==> src/rtl/instr_bus_demux_if.sv <==
// Ibex-style instruction fetch bus: request/grant address phase plus an
// rvalid response phase carrying read data and an error flag.
interface ibex_instr_bus;
  logic        req;
  logic        gnt;
  logic [31:0] addr;
  logic        rvalid;
  logic [31:0] rdata;
  logic        err;

  // Requester side (the core, or this demux facing a slave)
  modport master (
    output req,
    output addr,
    input  gnt,
    input  rvalid,
    input  rdata,
    input  err
  );

  // Responder side (a memory, or this demux facing the core)
  modport slave (
    input  req,
    input  addr,
    output gnt,
    output rvalid,
    output rdata,
    output err
  );
endinterface

==> src/rtl/instr_bus_demux.sv <==
// Instruction bus demultiplexer: routes Ibex fetches to a boot ROM or a code
// RAM by address, answers unmapped fetches locally with an error, and keeps
// responses in order by only switching targets once the pipeline has drained.
module instr_bus_demux #(
  parameter logic [31:0] ROM_BASE        = 32'h0000_0000,
  parameter logic [31:0] ROM_MASK        = 32'hFFFF_F000,
  parameter logic [31:0] RAM_BASE        = 32'h0001_0000,
  parameter logic [31:0] RAM_MASK        = 32'hFFFF_0000,
  parameter int unsigned MAX_OUTSTANDING = 2
) (
  input  logic           clk,
  input  logic           rst_n,
  ibex_instr_bus.slave   core,
  ibex_instr_bus.master  rom,
  ibex_instr_bus.master  ram,
  output logic           resp_err
);

  localparam int unsigned CNT_W = 3;

  typedef enum logic [1:0] {
    TGT_NONE = 2'd0,
    TGT_ROM  = 2'd1,
    TGT_RAM  = 2'd2,
    TGT_ERR  = 2'd3
  } tgt_e;

  tgt_e             dec_c;
  tgt_e             tgt_q;
  logic [CNT_W-1:0] cnt_q;
  logic             busy_c;
  logic             allowed_c;
  logic             gnt_c;
  logic             rvalid_c;
  logic             accept_c;
  logic             spurious_c;

  // Address decode; ROM takes priority where the two windows overlap
  always_comb begin
    dec_c = TGT_ERR;
    if ((core.addr & ROM_MASK) == ROM_BASE) begin
      dec_c = TGT_ROM;
    end else if ((core.addr & RAM_MASK) == RAM_BASE) begin
      dec_c = TGT_RAM;
    end
  end

  // Issue is allowed on an empty pipeline, or to the current target below the cap
  always_comb begin
    busy_c    = (cnt_q != '0);
    allowed_c = !busy_c ||
                ((tgt_q == dec_c) && (cnt_q < CNT_W'(MAX_OUTSTANDING)));
  end

  // Request path: steer req to the decoded slave and return its grant
  always_comb begin
    rom.req  = 1'b0;
    ram.req  = 1'b0;
    rom.addr = core.addr;
    ram.addr = core.addr;
    gnt_c    = 1'b0;
    if (rst_n && allowed_c) begin
      case (dec_c)
        TGT_ROM: begin
          rom.req = core.req;
          gnt_c   = rom.gnt;
        end
        TGT_RAM: begin
          ram.req = core.req;
          gnt_c   = ram.gnt;
        end
        TGT_ERR: gnt_c = 1'b1;
        default: gnt_c = 1'b0;
      endcase
    end
  end

  // Response path: forward only the slave that owns the outstanding fetches
  always_comb begin
    rvalid_c   = 1'b0;
    core.rdata = 32'h0;
    core.err   = 1'b0;
    if (busy_c) begin
      case (tgt_q)
        TGT_ROM: begin
          if (rom.rvalid) begin
            rvalid_c   = 1'b1;
            core.rdata = rom.rdata;
            core.err   = rom.err;
          end
        end
        TGT_RAM: begin
          if (ram.rvalid) begin
            rvalid_c   = 1'b1;
            core.rdata = ram.rdata;
            core.err   = ram.err;
          end
        end
        TGT_ERR: begin
          rvalid_c = 1'b1;
          core.err = 1'b1;
        end
        default: rvalid_c = 1'b0;
      endcase
    end
  end

  // Handshake qualifiers and detection of responses nobody is waiting for
  always_comb begin
    core.gnt    = gnt_c;
    core.rvalid = rvalid_c;
    accept_c    = core.req && gnt_c;
    spurious_c  = (rom.rvalid && !(busy_c && (tgt_q == TGT_ROM))) ||
                  (ram.rvalid && !(busy_c && (tgt_q == TGT_RAM)));
  end

  // Outstanding count, owning target and sticky unexpected-response flag
  always_ff @(posedge clk or negedge rst_n) begin
    if (!rst_n) begin
      cnt_q    <= '0;
      tgt_q    <= TGT_NONE;
      resp_err <= 1'b0;
    end else begin
      if (accept_c && !rvalid_c) begin
        cnt_q <= cnt_q + CNT_W'(1);
      end else if (rvalid_c && !accept_c) begin
        cnt_q <= cnt_q - CNT_W'(1);
      end
      if (accept_c) begin
        tgt_q <= dec_c;
      end else if (rvalid_c && (cnt_q == CNT_W'(1))) begin
        tgt_q <= TGT_NONE;
      end
      if (spurious_c) begin
        resp_err <= 1'b1;
      end
    end
  end

endmodule

==> src/flat_wrapper.sv <==
// flat-port wrapper written by rule: the top's interface ports become plain ports
module instr_bus_demux_flat 
#(
  parameter logic [31:0] ROM_BASE        = 32'h0000_0000,
  parameter logic [31:0] ROM_MASK        = 32'hFFFF_F000,
  parameter logic [31:0] RAM_BASE        = 32'h0001_0000,
  parameter logic [31:0] RAM_MASK        = 32'hFFFF_0000,
  parameter int unsigned MAX_OUTSTANDING = 2
)
  (clk, rst_n, resp_err, core_req, core_addr, core_gnt, core_rvalid, core_rdata, core_err, rom_req, rom_addr, rom_gnt, rom_rvalid, rom_rdata, rom_err, ram_req, ram_addr, ram_gnt, ram_rvalid, ram_rdata, ram_err);
  ibex_instr_bus core_i ();
  ibex_instr_bus rom_i ();
  ibex_instr_bus ram_i ();
  input  logic clk;
  input  logic rst_n;
  output logic resp_err;
  input wire logic [$bits(core_i.req)-1:0] core_req;
  input wire logic [$bits(core_i.addr)-1:0] core_addr;
  output wire logic [$bits(core_i.gnt)-1:0] core_gnt;
  output wire logic [$bits(core_i.rvalid)-1:0] core_rvalid;
  output wire logic [$bits(core_i.rdata)-1:0] core_rdata;
  output wire logic [$bits(core_i.err)-1:0] core_err;
  output wire logic [$bits(rom_i.req)-1:0] rom_req;
  output wire logic [$bits(rom_i.addr)-1:0] rom_addr;
  input wire logic [$bits(rom_i.gnt)-1:0] rom_gnt;
  input wire logic [$bits(rom_i.rvalid)-1:0] rom_rvalid;
  input wire logic [$bits(rom_i.rdata)-1:0] rom_rdata;
  input wire logic [$bits(rom_i.err)-1:0] rom_err;
  output wire logic [$bits(ram_i.req)-1:0] ram_req;
  output wire logic [$bits(ram_i.addr)-1:0] ram_addr;
  input wire logic [$bits(ram_i.gnt)-1:0] ram_gnt;
  input wire logic [$bits(ram_i.rvalid)-1:0] ram_rvalid;
  input wire logic [$bits(ram_i.rdata)-1:0] ram_rdata;
  input wire logic [$bits(ram_i.err)-1:0] ram_err;
  assign core_i.req = core_req;
  assign core_i.addr = core_addr;
  assign core_gnt = core_i.gnt;
  assign core_rvalid = core_i.rvalid;
  assign core_rdata = core_i.rdata;
  assign core_err = core_i.err;
  assign rom_req = rom_i.req;
  assign rom_addr = rom_i.addr;
  assign rom_i.gnt = rom_gnt;
  assign rom_i.rvalid = rom_rvalid;
  assign rom_i.rdata = rom_rdata;
  assign rom_i.err = rom_err;
  assign ram_req = ram_i.req;
  assign ram_addr = ram_i.addr;
  assign ram_i.gnt = ram_gnt;
  assign ram_i.rvalid = ram_rvalid;
  assign ram_i.rdata = ram_rdata;
  assign ram_i.err = ram_err;
  instr_bus_demux #(.ROM_BASE(ROM_BASE), .ROM_MASK(ROM_MASK), .RAM_BASE(RAM_BASE), .RAM_MASK(RAM_MASK), .MAX_OUTSTANDING(MAX_OUTSTANDING)) u_core (.clk(clk), .rst_n(rst_n), .core(core_i), .rom(rom_i), .ram(ram_i), .resp_err(resp_err));
endmodule
==> config.mk <==
export PLATFORM = sky130hd
export DESIGN_NAME = instr_bus_demux_flat
export DESIGN_NICKNAME = d
export VERILOG_FILES = /design/src/rtl/instr_bus_demux_if.sv /design/src/rtl/instr_bus_demux.sv /design/src/flat_wrapper.sv
export SDC_FILE = /design/constraint.sdc
export NUM_CORES = 1
export LEC_CHECK = 0
export BUFFER_PORTS_ARGS = -buffer_cell sky130_fd_sc_hd__buf_2
export CAP_MARGIN = 20
export CORE_AREA = 2 2 79 81
export DETAILED_ROUTE_END_ITERATION = 10
export DIE_AREA = 0 0 81 83
export PLACE_DENSITY = 0.68
export SLEW_MARGIN = 20
export SYNTH_ARGS = -nofsm -noshare
export SYNTH_HDL_FRONTEND = slang
export SYNTH_SLANG_ARGS = --single-unit
==> constraint.sdc <==
create_clock -name clk -period 3.2 [get_ports clk]
set_clock_uncertainty 0.2 [all_clocks]
set_input_delay 0.64 -clock clk [delete_from_list [all_inputs] [get_ports clk]]
set_output_delay 0.64 -clock clk [all_outputs]
set_load 0.02 [all_outputs]
==> out/metrics.yaml <==
outcome: "complete, but fails checks"
violations: "negative setup slack"
cap_violations: 0
ys_ff_latch: 6
layout_common_cells: "buf_2, nor2_1, a22oi_1"
syn_nets: 320
wl_per_cell_um: 12.4
synthCells: 206
cp.required_ps: 2360
avgSynthCellArea_um2: 7.26
setup_tns_ps: -48.1
drt-initial-drc-count: 30
grt_usage_pct: 12.7
port_buffers: 170
nFillCells: 630
diodes: 0
min_path_type: "in -> async"
postLayoutSetupSlackWorst_ps: -35.3
fin_cells: 395
clk_pin_slew_worst_paths_ps: 40
grt_max_degree: 25
first_pass_iters: 4
ys_warn_count: 0
wl_mm: 4.91
overflow: 0
worst_pin_slew_ps: 480
coreArea_um2: 5820
htree_levels: 1
placedCellCount: 388
synth.distinct_cells: 34
rsz0062_at_grt: "true"
arrival_ps: 2400
critical_path_class: "in -> out"
fin_util_pct: 36.4
fin_crit_ps: 3240
finalMaxSlewViolations: 0
syn2layout_area_growth_pct: 41.7
grt_pass1_wl_mm: 6.99
fin_crit_sh_pct: 101
drc: 0
start_kind: "primary input"
place_area_um2: 2010
synth_area_leaders: "buf_4, a22oi_1, dfrtp_1"
gp_congestion: 0.787
finalHoldViolCount: 0
initial_core_util_pct: 25.7
seq_area_frac_synth_pct: 10.0
die_w_um: 81
die_area_um2: 6720
antenna_found_initial: 0
die_h_um: 83
setup_viol: 3
clk_path_buf_depth: 2
yosysTopAreaCell: "buf_4"
nNetsFinal: 436
path_max_fanout: 3
synth_area_um2: 1500
rows: 28
clk_latency_ps: 220
io_pins: 207
total_power_mw: 1.29
cts_sinks: 6
cts_tree: "done"
final_layout_size_suffix_gt1_share_pct: 62.8
clockRootBuffer: "clkbuf_8"
peakVddDrop_v: 0.000268
hpwl_mm: 4.09
num_vias: 1737
slew_headroom_pct: 67.7
fmax_ghz: 0.309
vias_per_cell: 4.40
worst_setup_path_end_kind: "output port"
tritoncts.num_buffers: 3
p_per_area_nw_per_um2: 611
grt_pass1_vias: 1533
yosysTopAreaCellShare_pct: 32.1
final_area_um2: 2120
ant_nets: 0
layout_commonest_cell: "buf_2"
leakagePower_nw: 1.19
## stage by stage
stage	hold slack [ps]	worst slack, ps
floorplan	144	98.5
global placement	272	-84.2
detailed placement	275	-103
CTS	51.0	-91.9
global route	55.3	-106
finish	46.1	-35.3
## critical path, cell delays in order
cell	delay (ps)
buf_6	90
or4_4	540
nor4_4	200
nand3_2	150
buf_6	140
or2_1	230
o21a_1	140
and2_4	140
buf_6	120
## final cells by class
cell class	instances	area, um2	area share, %
Timing Repair Buffer	186	998	47.1
Multi-Input combinational cell	120	816	38.5
Sequential cell	6	150	7.09
Tap cell	75	93.8	4.43
Clock buffer	3	41.3	1.95
Inverter	5	18.8	0.886
## logic make-up after synthesis
| kind of cell | share of synthesized area [%] |
|---|---|
| buf+inv | 36.2 |
| simple gates | 22.1 |
| compound gates | 20.6 |
| fa+ha+maj | 7.53 |
| flops | 10.0 |
| xor+xnor | 2.93 |
| mux | 0.669 |
## path summary, 6_finish.rpt
| check | start | to | slack (ps) | cells after the start |
|---|---|---|---|---|
| max reg2reg | u_core.tgt_q[0] | u_core.cnt_q[2] | 850 | 9 |
| min in group clk | u_core.resp_err | u_core.resp_err | 280 | 1 |
| max in group asynchronous | rst_n | u_core.resp_err | 2600 | 1 |
| max | core_addr[21] | core_gnt | -40 | 9 |
| min reg2reg | u_core.resp_err | u_core.resp_err | 280 | 1 |
| min | rst_n | u_core.cnt_q[1] | 50 | 1 |
## power by group
group / internal (mW) / switching (mW)
logic: 0.385 / 0.639
registers: 0.111 / 0.0445
clock network: 0.0809 / 0.0335
## repair_timing
action / in CTS / in global routing
hold buffers: 0 / 0
setup endpoints to repair: 3 / 3
buffers inserted: 1 / 3
hold endpoints to repair: 0 / 0
resized for setup: 4 / 8
pin swaps: 1 / 2
## synthesized netlist by cell type
master    instances
a221oi_1          1
dfrtp_1           6
or4_4             1
nand4_1           1
nor3_1            4
nor3b_1           1
nor2_1           37
a32o_2            1
xnor2_1           3
o21ai_2           1
nor2b_1           1
nand3b_1          1
and3_4            1
nand2b_1          1
or2_1             1
and2_2            1
nor4_4            1
nand4_2           1
a221o_1           1
o21a_1            1
nand3_2           1
clkbuf_1         11
inv_1             5
a41oi_1           1
nand2_1           8
ha_1              9
buf_4            64
mux2i_1           1
and2_1            2
xor2_1            2
o21ai_0           1
or4_1             2
o21bai_1          1
a22oi_1          32
## routing by layer
layer / vias to the layer above / wire length, um / track usage [%]
li1: 872 / - / -
met1: 793 / 1890 / 13.9
met2: 65 / 2540 / 23.7
met3: 7 / 427 / 2.72
met4: 0 / 53 / 3.54
met5: - / 0 / 0
## state kept, by name, summed over array words and instances, names as in the netlist
name	cells
u_core.cnt_q	3
u_core.resp_err	1
u_core.tgt_q	2
Power figures use the tool's default switching activity.
